`config.mk`:
```
export PLATFORM = sky130hd
export DESIGN_NAME = lane_judge
export DESIGN_NICKNAME = d
export VERILOG_FILES = /design/src/rtl/piano_pkg.sv /design/src/rtl/key_edge.sv /design/src/rtl/lane_judge.sv
export SDC_FILE = /design/constraint.sdc
export NUM_CORES = 1
export LEC_CHECK = 0
export BUFFER_PORTS_ARGS = -buffer_cell sky130_fd_sc_hd__buf_2
export CORE_UTILIZATION = 51
export DETAILED_ROUTE_END_ITERATION = 10
export PLACE_DENSITY = 0.8
export SYNTH_ARGS = -nofsm -noshare
export SYNTH_HDL_FRONTEND = slang
export SYNTH_HIERARCHICAL = 1
export SYNTH_SLANG_ARGS = --single-unit
```
`constraint.sdc`:
```
create_clock -name frame_clk -period 3.2 [get_ports frame_clk]
set_input_delay 0.16 -clock frame_clk [delete_from_list [all_inputs] [get_ports frame_clk]]
set_output_delay 0.16 -clock frame_clk [all_outputs]
set_load 0.005 [all_outputs]
```
`src/rtl/piano_pkg.sv`:
```
// Shared definitions for the piano-tile lane logic.
//   judge_state_e : lane judge FSM state encoding
//   KEY_LANE0..3  : keyboard keycodes assigned to the four lanes
//   SCREEN_Y_MAX  : bottom visible screen row
//   TILE_H        : default falling tile height
//   sat_inc8      : 8-bit increment that holds at 255
package piano_pkg;

    typedef enum logic [2:0] {
        ST_IDLE    = 3'd0,
        ST_SPAWN   = 3'd1,
        ST_FALLING = 3'd2,
        ST_HIT     = 3'd3,
        ST_MISS    = 3'd4
    } judge_state_e;

    localparam logic [7:0] KEY_LANE0    = 8'h07;
    localparam logic [7:0] KEY_LANE1    = 8'h09;
    localparam logic [7:0] KEY_LANE2    = 8'h0D;
    localparam logic [7:0] KEY_LANE3    = 8'h0E;

    localparam logic [9:0] SCREEN_Y_MAX = 10'd479;
    localparam logic [9:0] TILE_H       = 10'd75;

    function automatic logic [7:0] sat_inc8(input logic [7:0] v);
        return (v == 8'hFF) ? v : v + 8'd1;
    endfunction

endpackage

```
`src/rtl/key_edge.sv`:
```
// Rising-edge detector for one lane key.
//   clk_i     : clock
//   rst_i     : synchronous active-high reset
//   keycode_i : current keyboard keycode (8'h00 = no key)
//   rise_o    : high for the first cycle the lane key is seen; a held key
//               produces no further rises until it is released
module key_edge #(
    parameter logic [7:0] KEY = 8'h0E
) (
    input  logic       clk_i,
    input  logic       rst_i,
    input  logic [7:0] keycode_i,
    output logic       rise_o
);

    logic key_match;
    logic key_prev_q;

    assign key_match = (keycode_i == KEY);
    assign rise_o    = key_match && !key_prev_q;

    always_ff @(posedge clk_i) begin
        if (rst_i) begin
            key_prev_q <= 1'b0;
        end else begin
            key_prev_q <= key_match;
        end
    end

endmodule

```
`src/rtl/lane_judge.sv`:
```
// Judge for one piano-tile lane: launches a tile, watches it fall and
// decides hit or miss from the lane key and the tile position.
//   frame_clk : clock
//   Reset     : synchronous active-high reset
//   spawn_req : launch request from the song sequencer (one deep queue)
//   keycode   : current keyboard keycode
//   tile_y    : tile top row;  tile_s : tile height
//   newNote   : restart tile at top;  kill : park tile off-screen
//   hit/miss  : judgement pulses;  busy : tile live
//   hit_cnt/miss_cnt : saturating judgement counters
//
// state      | meaning
// -----------+------------------------------------------------
// ST_IDLE    | no tile live, waiting for a spawn request
// ST_SPAWN   | newNote pulse, tile restarts at the top
// ST_FALLING | tile falling, judging key and position
// ST_HIT     | kill + hit pulse
// ST_MISS    | kill + miss pulse (late, early or bottomed out)
module lane_judge
    import piano_pkg::*;
#(
    parameter logic [7:0] LANE_KEY  = KEY_LANE3,
    parameter logic [9:0] HIT_Y_MIN = 10'd300,
    parameter logic [9:0] Y_MAX     = SCREEN_Y_MAX
) (
    input  logic       frame_clk,
    input  logic       Reset,
    input  logic       spawn_req,
    input  logic [7:0] keycode,
    input  logic [9:0] tile_y,
    input  logic [9:0] tile_s,
    output logic       newNote,
    output logic       kill,
    output logic       hit,
    output logic       miss,
    output logic       busy,
    output logic [7:0] hit_cnt,
    output logic [7:0] miss_cnt
);

    judge_state_e state_q, state_d;
    logic         pending_q, pending_d;
    logic [7:0]   hit_cnt_q, hit_cnt_d;
    logic [7:0]   miss_cnt_q, miss_cnt_d;
    logic         key_rise;
    logic [10:0]  tile_bottom;
    logic         bottomed;

    key_edge #(
        .KEY(LANE_KEY)
    ) u_key_edge (
        .clk_i    (frame_clk),
        .rst_i    (Reset),
        .keycode_i(keycode),
        .rise_o   (key_rise)
    );

    // Widened so a large y plus height cannot wrap back on-screen.
    assign tile_bottom = {1'b0, tile_y} + {1'b0, tile_s};
    assign bottomed    = (tile_bottom >= {1'b0, Y_MAX});

    always_comb begin
        state_d    = state_q;
        pending_d  = pending_q;
        hit_cnt_d  = hit_cnt_q;
        miss_cnt_d = miss_cnt_q;

        // A request arriving while a tile is live is remembered once.
        if (state_q != ST_IDLE && spawn_req) begin
            pending_d = 1'b1;
        end

        case (state_q)
            ST_IDLE: begin
                if (spawn_req || pending_q) begin
                    state_d   = ST_SPAWN;
                    pending_d = 1'b0;
                end
            end
            ST_SPAWN: begin
                state_d = ST_FALLING;
            end
            ST_FALLING: begin
                // Counters move on entry so they are current with the pulse.
                if (key_rise && (tile_y >= HIT_Y_MIN)) begin
                    state_d   = ST_HIT;
                    hit_cnt_d = sat_inc8(hit_cnt_q);
                end else if (bottomed || key_rise) begin
                    state_d    = ST_MISS;
                    miss_cnt_d = sat_inc8(miss_cnt_q);
                end
            end
            ST_HIT:  state_d = ST_IDLE;
            ST_MISS: state_d = ST_IDLE;
            default: state_d = ST_IDLE;
        endcase
    end

    always_ff @(posedge frame_clk) begin
        if (Reset) begin
            state_q    <= ST_IDLE;
            pending_q  <= 1'b0;
            hit_cnt_q  <= 8'd0;
            miss_cnt_q <= 8'd0;
        end else begin
            state_q    <= state_d;
            pending_q  <= pending_d;
            hit_cnt_q  <= hit_cnt_d;
            miss_cnt_q <= miss_cnt_d;
        end
    end

    // Moore outputs, forced quiet while reset is held so an interrupted
    // tile never sees a kill.
    assign newNote  = !Reset && (state_q == ST_SPAWN);
    assign kill     = !Reset && ((state_q == ST_HIT) || (state_q == ST_MISS));
    assign hit      = !Reset && (state_q == ST_HIT);
    assign miss     = !Reset && (state_q == ST_MISS);
    assign busy     = !Reset && (state_q != ST_IDLE);
    assign hit_cnt  = hit_cnt_q;
    assign miss_cnt = miss_cnt_q;

endmodule

```
; After elaboration in Yosys (flattened, before gate mapping)
; Index checks and enable logic that the tools add are counted.
; W data, S select, Z words.
[word_totals]
ff_bits = 21
inputBits = 31
elab_cells = 47
[classes]
addsub = 3
n_lt_le_gt_ge = 2
eq_ne = 9
mux = 7
bitwise = 3
n_reduce_logical = 18
[ops]
columns = cell, count
row1 = $add A8 B1 Y8 const B, 2
row2 = $eq A8 B8 Y1 const B, 2
row3 = $add A10 B10 Y11, 1
row4 = $ge A11 B9 Y1 const B, 1
row5 = $ge A10 B9 Y1 const B, 1
row6 = $mux W3, 3
row7 = $pmux W3 S3, 1
row8 = $eq A8 B4 Y1 const B, 1
row9 = $logic_and A1 B1 Y1, 8
row10 = $eq A3 B2 Y1 const B, 2
row11 = $reduce_and A4 Y1, 1
row12 = $eq A3 B1 Y1 const B, 1
row13 = $eq A3 B3 Y1 const B, 1
row14 = $logic_not A3 Y1, 1
row15 = $logic_or A1 B1 Y1, 3
row16 = $mux W1, 3
row17 = $ne A3 B3 Y1 const B, 1
row18 = $not A1 Y1, 3
row19 = $reduce_and A3 Y1, 1
row20 = $reduce_bool A3 Y1, 1
row21 = $logic_not A1 Y1, 2
row22 = $ne A2 B2 Y1 const B, 1
row23 = $reduce_and A2 Y1, 1

; Longest topological paths before layout
[depth]
ltp_word = 6
ltp_mapped = 12
mapped_depth_nobuf = 11

; Cells and area by module
; Netlist, hierarchy kept.
[modules_own_cells]
columns = module, instances, cells_each, area_per_inst_um2, seq_area_each_um2
row1 = lane_judge, 1, 179, 1567.8, 400.4
row2 = key_edge, 1, 5, 51.3, 20.0

; Worst setup path before layout
; OpenSTA, ideal clock, no wires.
[synth_timing]
path_type = input to register
from = in tile_y[0]
to = reg miss_cnt_q[5] (netlist: miss_cnt[5])
t_arrival_ps = 2397
slack_ps = 682
cell_stages = 11
cell_sequence = ha_1 -> inv_1 -> fa_1 -> and2b_1 -> nor4b_1 -> and4_4 -> o221a_1 -> a211oi_2 -> buf_6 -> nor4_2 -> mux2_4
[synth_via]
elab_chain_cells = 4
[synth_lines]
columns = element, line_no
row1 = start: declaration, lane_judge.sv:30  ; input logic [9:0] tile_y,
row2 = $add A10 B10 Y11 / $ge A10 B9 Y1 (equally long branches), "lane_judge.sv:59, lane_judge.sv:85"
row3 = $ge A11 B9 Y1 / $logic_and A1 B1 Y1 (equally long branches), "lane_judge.sv:60, lane_judge.sv:85"
row4 = $logic_or A1 B1 Y1 / $not A1 Y1 (equally long branches), -
row5 = $reduce_and A4 Y1 (no source line) (*), -
row6 = end signal: assignment, lane_judge.sv:109  ; miss_cnt_q <= miss_cnt_d;
row7 = end: declaration, lane_judge.sv:44  ; logic [7:0] miss_cnt_q, miss_cnt_d;
; Mark *: on every way between the ends. The rest lies on a longest branch, timed or not.
; A chain may end at the register's enable or synchronous reset.

; Worst setup path after layout
[layout_timing]
from = in tile_y[0]
to = reg miss_cnt_q[3] (netlist: miss_cnt[3])
; The elaborated chain is that of the path after synthesis.

==> run_results.csv <==
group,metric,value,unit
logic_synthesis,synth_largest_area_cell,"dfxtp_1",
die,fp.dieW,58.3,µm
logic_synthesis,yosys_warnings,6,
sta,period_share,76.5,%
min_path,holdPathStages,2,
logic_synthesis,synth_area_per_cell,8.80,µm²
routing,wirelength,3110,µm
global_route,grt_pass1_vias,1283,
logic_synthesis,synth.top_cell.area_share,26.0,%
clock_tree,cts_hold_buffers,0,
setup_path,arrival,2.66,ns
routing,wl_per_cell,11.2,µm
logic_synthesis,ys_seq_area_share,26.0,%
cells_and_area,drive_above_1_share,31.1,%
die,initial_core_util,53.5,%
setup_path,crit_path_top_delay_cell,"fa_1",
global_route,grt_max_degree,29,
setup_path,critPathBufInv,3,
global_route,grt_use_met1,23.5,%
routing,drt_iter0_markers,34,
logic_synthesis,syn_inst,184,
power_and_ir_drop,peakVddDrop,0.132,mV
global_route,grt_pass1_wl,5130,µm
routing,drc,0,
logic_synthesis,ys_types,57,
cells_and_area,layoutNonFillerInstCount,279,
clock_tree,cts_resized,0,
setup_path,cp.depth,13,
sta,max_freq,409,MHz
sta,fin_crit,2.45,ns
sta,setup_viol,0,
setup_path,critical_path.startpoint_type,"input pin",
logic_synthesis,ys_ff_latch,21,
sta,finalClockSkew,0.00782,ns
setup_path,critPathMaxFanout,12,
setup_path,slowest_delay,0.41,ns
logic_synthesis,synth_edf_count,0,
power_and_ir_drop,power.total,556,µW
sta,timing.setup.tns,0,ns
logic_synthesis,synthFlopType,"dfxtp_1",
outcome,status,"complete, no violations",
global_route,grt_overflow_total,0,
setup_path,crit_chain,"buf_2 > ha_1 > inv_1 > fa_1 > nor2b_4 > o31ai_2 > a21oi_1 > nand4_1 > o311ai_2 > a211oi_2 > buf_4 > nor4b_1 > mux2_1",
setup_path,ff2ff_path_depth,9,
clock_tree,cts_max_level,1,
clock_tree,clockRootBuffer,"clkbuf_4",
power_and_ir_drop,leakagePower,0.875,nW
sta,final.setup.worst_slack,0.753,ns
clock_tree,clkSlewWorstSetupHoldPaths,0.13,ns
sta,slew-limit-headroom,64.8,%
die,core-area,3030,µm²
power_and_ir_drop,pwr_density_cell,288,nW/µm²
routing,ant_nets,0,
place,place_congestion,0.809,
setup_path,endpoint_kind,"flop",
flow_run,maxCapViolations,0,
sta,slew_violations,0,
die,ioPinCount,52,
global_route,gr-max-usage-layer,"met2",
routing,via_count,1518,
routing,first_pass_iters,4,
clock_tree,clk_latency,0.31,ns
die,fp.dieH,58.3,µm
cells_and_area,final_util,63.6,%
clock_tree,post_cts_buffers,0,
clock_tree,cts_tree,"built",
global_route,grtUsageMet3,0.659,%
logic_synthesis,synth.area.top_cells,"dfxtp_1 (26%), ha_1 (9.3%), xor2_1 (4.9%)",
place,dpl.cell_count,275,
die,die_area,3400,µm²
sta,final_hold_viol_count,0,
global_route,antenna_found_initial,0,
setup_path,critPathTopFamily,"simple AND/OR/NAND/NOR gates",
cells_and_area,antenna_cells,0,
setup_path,cp_data_required_time,3.41,ns
die,rows,20,
place,pre_cts_slack,0.392,ns
setup_path,crit_type,"input pin to flop",
clock_tree,cts_made_buffers,3,
routing,avgViaCountPerCell,5.44,
sta,worstMarginPinSlew,0.526,ns
global_route,grt_use_total,18.7,%
cells_and_area,filler_cell_count,288,
logic_synthesis,async_reset_ff_share,0,%
clock_tree,clk_path_buf_depth,2,
place,io_buffers,51,
clock_tree,cts_num_sinks,21,
place,dpl.hpwl,2480,µm
global_route,grtUsageMet2,33.8,%
logic_synthesis,post-synth-top-count-cell,"dfxtp_1",
cells_and_area,finish.net_count,280,
logic_synthesis,synth_common_cells,"dfxtp_1 (21), nor2_1 (20), ha_1 (12)",
cells_and_area,area_growth_syn_to_layout,19.0,%
sta,grt_setup_unrepaired,"false",
min_path,hold_class,"input pin to flop",
logic_synthesis,synth_fp_nets,228,
logic_synthesis,syn_area,1620,µm²
[final timing paths]
path / end / startpoint / slack [ns]
setup / recovery: miss_cnt[3] / tile_y[0] / 0.75
hold / removal: pending_q / spawn_req / 0.06
setup reg to reg: miss_cnt[3] / u_key_edge/key_prev_q / 1.17
hold reg to reg: pending_q / pending_q / 0.48
[where the power goes]
group / switching [mW] / internal [mW]
Combinational: 0.0827 / 0.0714
Sequential: 0.00569 / 0.265
Clock: 0.0841 / 0.0466
[per-layer routing]
| metal | part of all wire [%] | up-vias | wire (µm) |
|---|---|---|---|
| li1 | - | 785 | - |
| met4 | 0.61 | 0 | 19 |
| met5 | 0 | - | 0 |
| met2 | 49 | 29 | 1520 |
| met3 | 2.6 | 2 | 81 |
| met1 | 48 | 702 | 1500 |
[logic make-up (layout without fill, tap and decap cells)]
group / Yosys count / in the layout / synth area share [%]
compound gates: 38 / 38 / 18.2
xor+xnor: 11 / 11 / 5.95
fa+ha+maj: 13 / 13 / 10.5
buf+inv: 11 / 62 / 3.71
flops: 21 / 21 / 26.0
mux: 6 / 6 / 4.71
simple gates: 84 / 84 / 31.0
[sequential cells by signal, summed over array words and instances (netlist names)]
name,count
hit_cnt,8
miss_cnt,8
pending_q,1
state_q,3
u_key_edge/key_prev_q,1
[through the flow]
stage	cell area, µm²	hold WS [ns]
after floorplan	1620	0.239
after global placement	1900	0.375
after detailed placement	1900	0.379
after CTS	1930	0.0561
after global routing	1930	0.0576
final	1930	0.0628
[layout make-up]
type	count	area (µm²)	share of cell area, %
Clock buffer	3	22.5	1.17
Timing Repair Buffer	52	263	13.6
Tap cell	44	55.1	2.86
Inverter	6	22.5	1.17
Clock inverter	1	5.00	0.260
Multi-Input combinational cell	152	1140	59.1
Sequential cell	21	420	21.8
[layout by cell type, fill, tap and decap left out, types with 2 or more instances in the layout]
| master | n |
|---|---|
| a21o_1 | 4 |
| a21oi_1 | 10 |
| and2_1 | 2 |
| and3_1 | 3 |
| buf_2 | 51 |
| clkbuf_4 | 3 |
| dfxtp_1 | 21 |
| ha_1 | 12 |
| inv_1 | 6 |
| mux2_4 | 3 |
| mux2i_1 | 2 |
| nand2_1 | 11 |
| nand2b_1 | 2 |
| nand3_1 | 4 |
| nand4_1 | 9 |
| nor2_1 | 20 |
| nor2b_1 | 5 |
| nor3_1 | 5 |
| nor4_1 | 2 |
| nor4b_1 | 4 |
| o21a_1 | 3 |
| o21ai_0 | 4 |
| o21ai_1 | 2 |
| o31ai_1 | 2 |
| or2_2 | 2 |
| or3_1 | 2 |
| xnor2_1 | 2 |
| xor2_1 | 9 |
(Power assumes the default switching activity.)
